<file path="src/rtl/vec_rec_pkg.sv">
// Shared types and constants for the vec_record_writer slice.
//   state_e  : formatter FSM states
//   CHAR_*   : ASCII bytes of the record format
//   rec_len  : bytes per record for a given field width
//   bit_char : ASCII digit for one sample bit
package vec_rec_pkg;

  typedef enum logic [2:0] {
    ST_IDLE,
    ST_EMIT_A,
    ST_SEP1,
    ST_EMIT_B,
    ST_SEP2,
    ST_EMIT_C,
    ST_EOL
  } state_e;

  localparam logic [7:0] CHAR_0   = 8'h30;
  localparam logic [7:0] CHAR_1   = 8'h31;
  localparam logic [7:0] CHAR_SEP = 8'h2C;
  localparam logic [7:0] CHAR_EOL = 8'h0A;

  function automatic int unsigned rec_len(input int unsigned width);
    return 3 * width + 3;
  endfunction

  // Anything that is not a clean 1 prints as '0'.
  function automatic logic [7:0] bit_char(input logic b);
    return (b === 1'b1) ? CHAR_1 : CHAR_0;
  endfunction

endpackage

</file>
<file path="src/rtl/vec_rec_fifo.sv">
// Synchronous sample FIFO with level counter.
//   clk, rst            : clock, async active-high reset (clears pointers/level)
//   wr_en_i, wr_data_i  : write request; ignored when full
//   rd_en_i, rd_data_o  : pop request; rd_data_o shows the head entry
//   full_o, empty_o     : derived from the registered level
//   level_o             : number of stored entries
module vec_rec_fifo #(
  parameter int unsigned DW    = 12,
  parameter int unsigned DEPTH = 8
) (
  input  logic                       clk,
  input  logic                       rst,
  input  logic                       wr_en_i,
  input  logic [DW-1:0]              wr_data_i,
  input  logic                       rd_en_i,
  output logic [DW-1:0]              rd_data_o,
  output logic                       full_o,
  output logic                       empty_o,
  output logic [$clog2(DEPTH):0]     level_o
);

  localparam int unsigned PTR_W = $clog2(DEPTH);
  localparam int unsigned LVL_W = PTR_W + 1;

  logic [DW-1:0]    mem_q [DEPTH];
  logic [PTR_W-1:0] wr_ptr_q, rd_ptr_q;
  logic [LVL_W-1:0] level_q, level_d;
  logic             push, pop;

  assign full_o    = (level_q == LVL_W'(DEPTH));
  assign empty_o   = (level_q == '0);
  assign push      = wr_en_i && !full_o;
  assign pop       = rd_en_i && !empty_o;
  assign rd_data_o = mem_q[rd_ptr_q];
  assign level_o   = level_q;
  assign level_d   = level_q + LVL_W'(push) - LVL_W'(pop);

  // Pointers wrap naturally at DEPTH (power of two).
  always_ff @(posedge clk or posedge rst) begin
    if (rst) begin
      wr_ptr_q <= '0;
      rd_ptr_q <= '0;
      level_q  <= '0;
    end else begin
      if (push) wr_ptr_q <= wr_ptr_q + PTR_W'(1);
      if (pop)  rd_ptr_q <= rd_ptr_q + PTR_W'(1);
      level_q <= level_d;
    end
  end

  // Storage needs no reset; the level gates every read.
  always_ff @(posedge clk) begin
    if (push) mem_q[wr_ptr_q] <= wr_data_i;
  end

endmodule

</file>
<file path="src/rtl/vec_record_writer.sv">
// Serializes (A,B,C) samples as ASCII records "AAAA,BBBB,CCCC\n", MSB first.
//   clk, rst                         : clock, async active-high reset
//   smp_valid/smp_ready, smp_a/b/c   : sample input handshake and fields
//   out_valid/out_ready, out_data    : registered byte stream
//   fifo_level                       : samples waiting in the FIFO
//   rec_count                        : completed records, wraps at 2^16
module vec_record_writer
  import vec_rec_pkg::*;
#(
  parameter int unsigned WIDTH = 4,
  parameter int unsigned DEPTH = 8
) (
  input  logic                   clk,
  input  logic                   rst,
  input  logic                   smp_valid,
  output logic                   smp_ready,
  input  logic [WIDTH-1:0]       smp_a,
  input  logic [WIDTH-1:0]       smp_b,
  input  logic [WIDTH-1:0]       smp_c,
  output logic                   out_valid,
  output logic [7:0]             out_data,
  input  logic                   out_ready,
  output logic [$clog2(DEPTH):0] fifo_level,
  output logic [15:0]            rec_count
);

  localparam int unsigned DW    = 3 * WIDTH;
  localparam int unsigned IDX_W = (WIDTH > 1) ? $clog2(WIDTH) : 1;
  localparam logic [IDX_W-1:0] IDX_MAX = IDX_W'(WIDTH - 1);

  state_e           state_q, state_d;
  logic [IDX_W-1:0] idx_q, idx_d, idx_nxt;
  logic [DW-1:0]    rec_q, rec_d;
  logic             out_valid_q, out_valid_d;
  logic [7:0]       out_data_q, out_data_d;
  logic [15:0]      rec_count_q, rec_count_d;

  logic             fifo_full, fifo_empty, pop_c, load_c, xfer;
  logic [DW-1:0]    fifo_rd_data;
  logic [WIDTH-1:0] fld_a, fld_b, fld_c;

  vec_rec_fifo #(.DW(DW), .DEPTH(DEPTH)) u_fifo (
    .clk       (clk),
    .rst       (rst),
    .wr_en_i   (smp_valid),
    .wr_data_i ({smp_a, smp_b, smp_c}),
    .rd_en_i   (pop_c),
    .rd_data_o (fifo_rd_data),
    .full_o    (fifo_full),
    .empty_o   (fifo_empty),
    .level_o   (fifo_level)
  );

  assign smp_ready = !fifo_full;
  assign xfer      = out_valid_q && out_ready;
  assign idx_nxt   = idx_q - IDX_W'(1);
  assign fld_a     = rec_q[DW-1 -: WIDTH];
  assign fld_b     = rec_q[2*WIDTH-1 -: WIDTH];
  assign fld_c     = rec_q[WIDTH-1:0];

  // Formatter: each state owns the byte currently in out_data_q and
  // preloads the next byte on transfer.
  always_comb begin
    state_d     = state_q;
    idx_d       = idx_q;
    rec_d       = rec_q;
    out_valid_d = out_valid_q;
    out_data_d  = out_data_q;
    rec_count_d = rec_count_q;
    load_c      = 1'b0;
    pop_c       = 1'b0;

    case (state_q)
      ST_IDLE: load_c = !fifo_empty;
      ST_EMIT_A: if (xfer) begin
        if (idx_q == '0) begin
          state_d    = ST_SEP1;
          out_data_d = CHAR_SEP;
        end else begin
          idx_d      = idx_nxt;
          out_data_d = bit_char(fld_a[idx_nxt]);
        end
      end
      ST_SEP1: if (xfer) begin
        state_d    = ST_EMIT_B;
        idx_d      = IDX_MAX;
        out_data_d = bit_char(fld_b[IDX_MAX]);
      end
      ST_EMIT_B: if (xfer) begin
        if (idx_q == '0) begin
          state_d    = ST_SEP2;
          out_data_d = CHAR_SEP;
        end else begin
          idx_d      = idx_nxt;
          out_data_d = bit_char(fld_b[idx_nxt]);
        end
      end
      ST_SEP2: if (xfer) begin
        state_d    = ST_EMIT_C;
        idx_d      = IDX_MAX;
        out_data_d = bit_char(fld_c[IDX_MAX]);
      end
      ST_EMIT_C: if (xfer) begin
        if (idx_q == '0) begin
          state_d    = ST_EOL;
          out_data_d = CHAR_EOL;
        end else begin
          idx_d      = idx_nxt;
          out_data_d = bit_char(fld_c[idx_nxt]);
        end
      end
      ST_EOL: if (xfer) begin
        rec_count_d = rec_count_q + 16'd1;
        if (fifo_empty) begin
          state_d     = ST_IDLE;
          out_valid_d = 1'b0;
          out_data_d  = 8'h00;
        end else begin
          load_c = 1'b1;
        end
      end
      default: state_d = ST_IDLE;
    endcase

    // Pop the next sample and present the MSB of A immediately (no bubble).
    if (load_c) begin
      pop_c       = 1'b1;
      rec_d       = fifo_rd_data;
      state_d     = ST_EMIT_A;
      idx_d       = IDX_MAX;
      out_valid_d = 1'b1;
      out_data_d  = bit_char(fifo_rd_data[DW-1]);
    end
  end

  always_ff @(posedge clk or posedge rst) begin
    if (rst) begin
      state_q     <= ST_IDLE;
      idx_q       <= '0;
      rec_q       <= '0;
      out_valid_q <= 1'b0;
      out_data_q  <= 8'h00;
      rec_count_q <= 16'd0;
    end else begin
      state_q     <= state_d;
      idx_q       <= idx_d;
      rec_q       <= rec_d;
      out_valid_q <= out_valid_d;
      out_data_q  <= out_data_d;
      rec_count_q <= rec_count_d;
    end
  end

  assign out_valid = out_valid_q;
  assign out_data  = out_data_q;
  assign rec_count = rec_count_q;

endmodule
</file>
<file path="config.mk">
export PLATFORM = sky130hd
export DESIGN_NAME = vec_record_writer
export DESIGN_NICKNAME = d
export VERILOG_FILES = /design/src/rtl/vec_rec_pkg.sv /design/src/rtl/vec_rec_fifo.sv /design/src/rtl/vec_record_writer.sv
export SDC_FILE = /design/constraint.sdc
export NUM_CORES = 1
export LEC_CHECK = 0
export CAP_MARGIN = 20
export CELL_PAD_IN_SITES_DETAIL_PLACEMENT = 1
export CELL_PAD_IN_SITES_GLOBAL_PLACEMENT = 1
export CORE_UTILIZATION = 45
export CTS_CLUSTER_DIAMETER = 30
export DETAILED_ROUTE_END_ITERATION = 12
export GPL_ROUTABILITY_DRIVEN = 0
export GPL_TIMING_DRIVEN = 1
export PLACE_DENSITY_LB_ADDON = 0.1
export SYNTH_ARGS = -nofsm -noshare
export SYNTH_HDL_FRONTEND = slang
export SYNTH_HIERARCHICAL = 1
export SYNTH_SLANG_ARGS = --single-unit
</file>
<file path="constraint.sdc">
create_clock -name clk -period 8.13 [get_ports clk]
set_input_delay 1.626 -clock clk [delete_from_list [all_inputs] [get_ports clk]]
set_output_delay 1.626 -clock clk [all_outputs]
set_load 0.05 [all_outputs]
</file>
==> reports/qor.txt, run 1 <==
==========================================================================================
Outcome                                                                       finished clean
Maximum vdd ir drop                                                               0.245 mV
Layout Utilization                                                                   0.560
Final Cycle Share                                                                    0.520
Worst-case reg-to-reg path depth                                                        14
DPL Wire Length                                                                    7690 um
CP Data Required Time                                                              8.43 ns
Power share of the sequential group                                                  0.397
Power density relative to cell area                                            359 mW/mm^2
Maximum capacitance violations                                                           0
Via Count                                                                             3370
Number of sinks on the clock net                                                       146
Worst slew margin relative to its limit                                              0.507
Path category of the worst min-delay check                                      reg -> reg
Post-synth EDFFs                                                                        96
Switching power total                                                             0.849 mW
Antenna violations before repair                                                         0
Maximum clock path buffer count                                                          2
Leading cell type by number of instances after synthesis                          edfxtp_1
Postcts setup bufs                                                                       0
Most area-consuming cells after synthesis                                     edfxtp_1, dfrtp_1, mux4_1, mux2_2, mux4_2
Net switching share of the total power                                               0.314
Cell Rows                                                                               42
Setup crit end                                                                u_fifo/level_o[2]
Effective utilization at floorplan                                                   0.468
Power share of the combinational group                                               0.316
First-pass iteration count of the detailed router                                        4
Area growth from synthesis to final layout                                           19.7%
Share of post-route cells with drive strength above 1                                0.170
First-pass GRT wire length                                                        20000 um
Synth unique cells                                                                      51
Count of yosys warnings during synthesis                                                 6
Shortest clock period the worst path allows after layout                           4.23 ns
Post-route non-filler standard cell count                                              630
Count of endpoints failing hold in the final timing report                               0
Area of the placeable core                                                     0.0135 mm^2
WL/cell                                                                            19.7 um
DR iter-0 viols                                                                        173
Async S/R FF share, synth                                                            0.342
Worst hold path stage count                                                              2
Clock edge transition at the registers on the reported setup and hold paths        0.06 ns
Critical path origin                                                             out_ready
Static leakage power                                                               2.92 nW
Post-cts hold buffer count                                                               0
Kind of launch point of the worst setup path                                    input port
Deepest level of the CTS H-tree                                                          4
Residual antenna-violating net count after detailed routing                              0
Post-Synthesis Mean Instance Area                                                16.5 um^2
Vias per std cell                                                                     5.35
Number of nets in the final layout                                                     468
Post-synthesis register bit count                                                      146
Clock network fraction of design power                                               0.287
Total negative slack for setup checks                                                 0 ns
Clk_skew                                                                        0.00929 ns
Largest net degree at the start of global routing                                       41
Sequential element share of the synthesized area                                     0.657
Worst endpoint data arrival time                                                   4.53 ns
Tightest Pin Transition                                                           0.739 ns
Global-route congestion overflow total                                                   0
Clock insertion delay at the later pin of the skew report                          0.42 ns
Largest fanout of any net on the critical path                                          16
Worst Setup End Kind                                                             flip-flop
Minimum setup slack among reg-to-reg paths                                         4.89 ns
Most area-hungry cell type in the Yosys netlist                                   edfxtp_1
Height of the die                                                                   120 um
Startpoint of the most critical register-to-register path                     u_fifo/level_o[2]
Number of global-route vias before repair                                             3643
Endpoint of the worst-slack reg-to-reg timing path                            u_fifo/level_o[2]
TritonCTS clock tree                                                                   yes
Total die area                                                                 0.0145 mm^2
DP Cell Count                                                                          597
Resize count post-CTS                                                                    0
Antenna diode count                                                                      0
Post-route DRC violation count                                                           0
Yosys top cell area share                                                            0.458
Cell Area, Synth                                                              0.00630 mm^2
Most instantiated flip-flop cell in the synthesis netlist                         edfxtp_1
Critical path class                                                              in -> reg
Root buffer selected by CTS                                                      clkbuf_16
Count of buffers inserted at the top-level ports                                        43
Post-detailed-routing wire length                                                 12400 um
Internal cell power                                                                1.85 mW
IO Pins                                                                                 46
Cell count after synthesis                                                             382
RSZ-0062 raised after global routing                                                 false
Top cells by count, synth                                                     edfxtp_1, dfrtp_1, nand2_1
Horiz. Die Dim                                                                      120 um
Slew Limit Fails                                                                         0
Setup Viol. Count Final                                                                  0
Highest clock rate                                                               0.237 GHz
Total routing resource utilization after global routing                              0.190
Cts bufs inserted                                                                       17
==========================================================================================
[registers in the layout, indices dropped and copies added, names as in the netlist]
| register | cells |
|---|---|
| idx_q | 2 |
| u_fifo/rd_ptr_q | 3 |
| u_fifo/wr_ptr_q | 3 |
| rec_count | 16 |
| out_valid | 1 |
| rec_q | 12 |
| u_fifo/mem_q | 96 |
| out_data | 6 |
| u_fifo/level_o | 4 |
| state_q | 3 |
[area by class of cell]
cell class	count	area (um^2)
Clock inverter	14	163
Timing Repair Buffer	55	541
Sequential cell	146	4130
Fill cell	1271	5920
Multi-Input combinational cell	201	1980
Inverter	20	75.1
Clock buffer	18	429
Tap cell	176	220
[per-stage QoR]
stage	hold WS (ns)	worst slack, ns	cell area (um^2)	total power [mW]
after global placement	0.462	3.54	6920	1.91
after CTS	0.486	3.86	7510	2.73
after floorplan	0.474	4.39	6300	1.71
after global routing	0.506	3.64	7540	2.85
after detailed placement	0.472	3.41	6920	1.94
final	0.478	3.90	7540	2.70
[critical path, cell delays in order]
cell             delay, ns
clkdlybuf4s50_1       0.45
and3_2                0.27
nand2_1               0.07
a211o_1               0.61
inv_1                 0.16
nand2b_1              0.18
inv_1                 0.06
ha_1                  0.26
inv_1                 0.06
ha_1                  0.16
inv_1                 0.06
fa_1                  0.40
xnor2_1               0.14
[power by group through the flow]
stage                     clock network (mW)  logic, mW  registers, mW
after CTS                              0.796      0.839           1.10
after global placement                     0      0.809           1.10
final                                  0.777      0.853           1.07
after detailed placement                   0      0.833           1.11
after global routing                   0.824      0.935           1.09
after floorplan                            0      0.605           1.10
[kinds of logic (layout without fill, tap and decap cells)]
family / after synthesis / after routing / synth area share
compound gates: 29 / 29 / 0.0322
xor+xnor: 21 / 21 / 0.0292
fa+ha+maj: 11 / 11 / 0.0231
buf+inv: 36 / 107 / 0.0302
flops: 146 / 146 / 0.657
mux: 54 / 54 / 0.161
other cells: 1 / 2 / 0.000596
simple gates: 84 / 84 / 0.0672
[layer usage]
metal  vias up  track usage  wire length [um]
li1       1573            -                 -
met1      1724        0.237              5690
met2        56        0.320              6160
met3        17       0.0429               346
met4         0       0.0772               222
met5         -            0                 0
[cell usage in the layout (no fill, tap or decap), drive strengths merged, types with 2 or more instances in the layout]
cell type and count:
edfxtp 96, dfrtp 50, clkdlybuf4s50 43, mux2 27, mux4 27, nand2 25, inv 22, clkbuf 18
nor2 17, xnor2 15, buf 12, nand3 11, ha 10, clkinv 9, nor3 6, xor2 6
a21oi 6, nand4 5, o21ai 5, and2 4, a21o 3, bufinv 3, nand2b 3, and3 3
a22o 2, nor2b 2, nand3b 2, a2111oi 2, o41ai 2, conb 2, or2 2
[worst min path at each step]
stage | from | endpoint | slack, ns
2_1_floorplan | rec_q[9] | rec_q[9] | 0.47
3_3_place_gp | out_data[3] | out_data[3] | 0.46
5_1_grt | out_data[3] | out_data[3] | 0.51
3_5_place_dp | out_data[2] | out_data[2] | 0.47
4_1_cts | out_data[2] | out_data[2] | 0.49
6_report | out_data[2] | out_data[2] | 0.48
No activity file was read; power rests on OpenSTA's default activity.
==> run 2, diff against run 1 <==
Clock period 8.13 ns to 3.64 ns, I/O delays scaled along.
==> reports/qor.txt, run 2 (synthesis gave the netlist of run 1 again) <==
==========================================================================================
Outcome                                                                       finished clean
Height of the die                                                                   120 um
Clock edge transition at the registers on the reported setup and hold paths        0.06 ns
Post-route cell area                                                          0.00746 mm^2
Worst slew margin relative to its limit                                              0.519
Root buffer selected by CTS                                                      clkbuf_16
Area of the placeable core                                                     0.0135 mm^2
CP Data Required Time                                                              2.91 ns
WHS                                                                               0.489 ns
Clk_skew                                                                        0.00601 ns
Count of buffers inserted at the top-level ports                                        43
Worst endpoint data arrival time                                                   2.39 ns
IO Pins                                                                                 46
Post-route DRC violation count                                                           0
First-pass iteration count of the detailed router                                        4
Deepest level of the CTS H-tree                                                          4
Clock insertion delay at the later pin of the skew report                          0.42 ns
Post-detailed-routing wire length                                                 12600 um
Antenna violations before repair                                                         0
Total negative slack for setup checks                                                 0 ns
Postcts setup bufs                                                                       0
Via Count                                                                             3443
Vias per std cell                                                                     5.49
Maximum clock path buffer count                                                          2
Cts bufs inserted                                                                       17
Global-route congestion overflow total                                                   0
Slew Limit Fails                                                                         0
Effective utilization at floorplan                                                   0.468
Count of endpoints failing hold in the final timing report                               0
Resize count post-CTS                                                                    0
Total placed instance area                                                    0.00693 mm^2
Total routing resource utilization after global routing                              0.192
DP Cell Count                                                                          599
Antenna diode count                                                                      0
Share of post-route cells with drive strength above 1                                0.160
RSZ-0062 raised after global routing                                                 false
Static leakage power                                                               2.89 nW
Worst Setup End Kind                                                            output pin
Most used cells in the layout excluding fill and tap cells                    edfxtp_1, dfrtp_1, clkdlybuf4s50_1, nand2_1
Maximum capacitance violations                                                           0
Final Cycle Share                                                                    0.858
Cell Rows                                                                               42
Commonest non-fill, non-tap cell in the layout                                    edfxtp_1
Kind of launch point of the worst setup path                                     flip-flop
Power density relative to cell area                                            792 mW/mm^2
DPL Wire Length                                                                    7920 um
TritonCTS clock tree                                                                   yes
Highest clock rate                                                               0.320 GHz
First-pass GRT wire length                                                        20200 um
Path category of the worst min-delay check                                      reg -> reg
Number of global-route vias before repair                                             3763
Number of nets in the final layout                                                     469
Total die area                                                                 0.0145 mm^2
Setup Viol. Count Final                                                                  0
Shortest clock period the worst path allows after layout                           3.12 ns
WL/cell                                                                            20.0 um
Residual antenna-violating net count after detailed routing                              0
Largest Register                                                              u_fifo/mem_q
Number of sinks on the clock net                                                       146
Post-route non-filler standard cell count                                              627
Max reg flops                                                                           96
Area growth from synthesis to final layout                                           18.5%
Largest net degree at the start of global routing                                       41
Horiz. Die Dim                                                                      120 um
Largest fanout of any net on the critical path                                           5
Post-cts hold buffer count                                                               0
Maximum vdd ir drop                                                               0.319 mV
Tightest Pin Transition                                                           0.722 ns
DR iter-0 viols                                                                        207
Critical path class                                                             reg -> out
==========================================================================================
run 2: cell count changes in the layout (fill, tap and decap cells not counted), sizes merged:
cell    previous run  this run
clkinv             9         7
inv               22        20
buf               12        13
bufinv             3         2
clkbuf            18        19
run 2: critical path: stages, from the launching register on:
cell and delay (ns):
dfrtp_1 0.37, inv_1 0.12, ha_1 0.17, or3b_2 0.52, inv_1 0.08, inv_1 0.04
clkdlybuf4s50_1 0.68
run 2: report_power, final:
group          switching (mW)  internal (mW)
logic                   0.996          0.924
clock network           0.620          0.980
registers               0.260           2.13
run 2: through the flow:
stage	total power, mW	setup WS [ns]	util
after detailed placement	4.35	0.328	0.515
after global placement	4.27	0.385	0.515
after CTS	5.99	0.481	0.555
after global routing	6.22	0.410	0.555
final	5.91	0.518	0.555
after floorplan	3.81	0.395	-
run 2: per-layer routing:
metal / track usage / wire length (um) / up-vias
met5: 0 / 0 / -
met4: 0.0872 / 322 / 0
met3: 0.0448 / 357 / 25
met2: 0.315 / 6310 / 59
met1: 0.243 / 5580 / 1783
li1: - / - / 1576
run 2: area by class of cell:
| class | instances | area [um^2] |
|---|---|---|
| fill | 1258 | 5990 |
| tap | 176 | 220 |
| timing repair buffer | 56 | 528 |
| clock inverter | 9 | 93.8 |
| multi-input combinational | 201 | 1980 |
| inverter | 20 | 75.1 |
| clock buffer | 19 | 433 |
| sequential | 146 | 4130 |
run 2: final timing paths:
| check | from | endpoint | slack [ns] | cells after the start |
|---|---|---|---|---|
| worst max-delay path | u_fifo/level_o[2] | smp_ready | 0.52 | 6 |
| worst min-delay path | out_data[3] | out_data[3] | 0.49 | 1 |
| worst max register to register | state_q[2] | u_fifo/level_o[3] | 0.84 | 12 |
| min in group asynchronous | rst | u_fifo/rd_ptr_q[2] | 0.64 | 2 |
| max in group asynchronous | rst | rec_count[12] | 2.48 | 3 |
| worst min register to register | out_data[3] | out_data[3] | 0.49 | 1 |
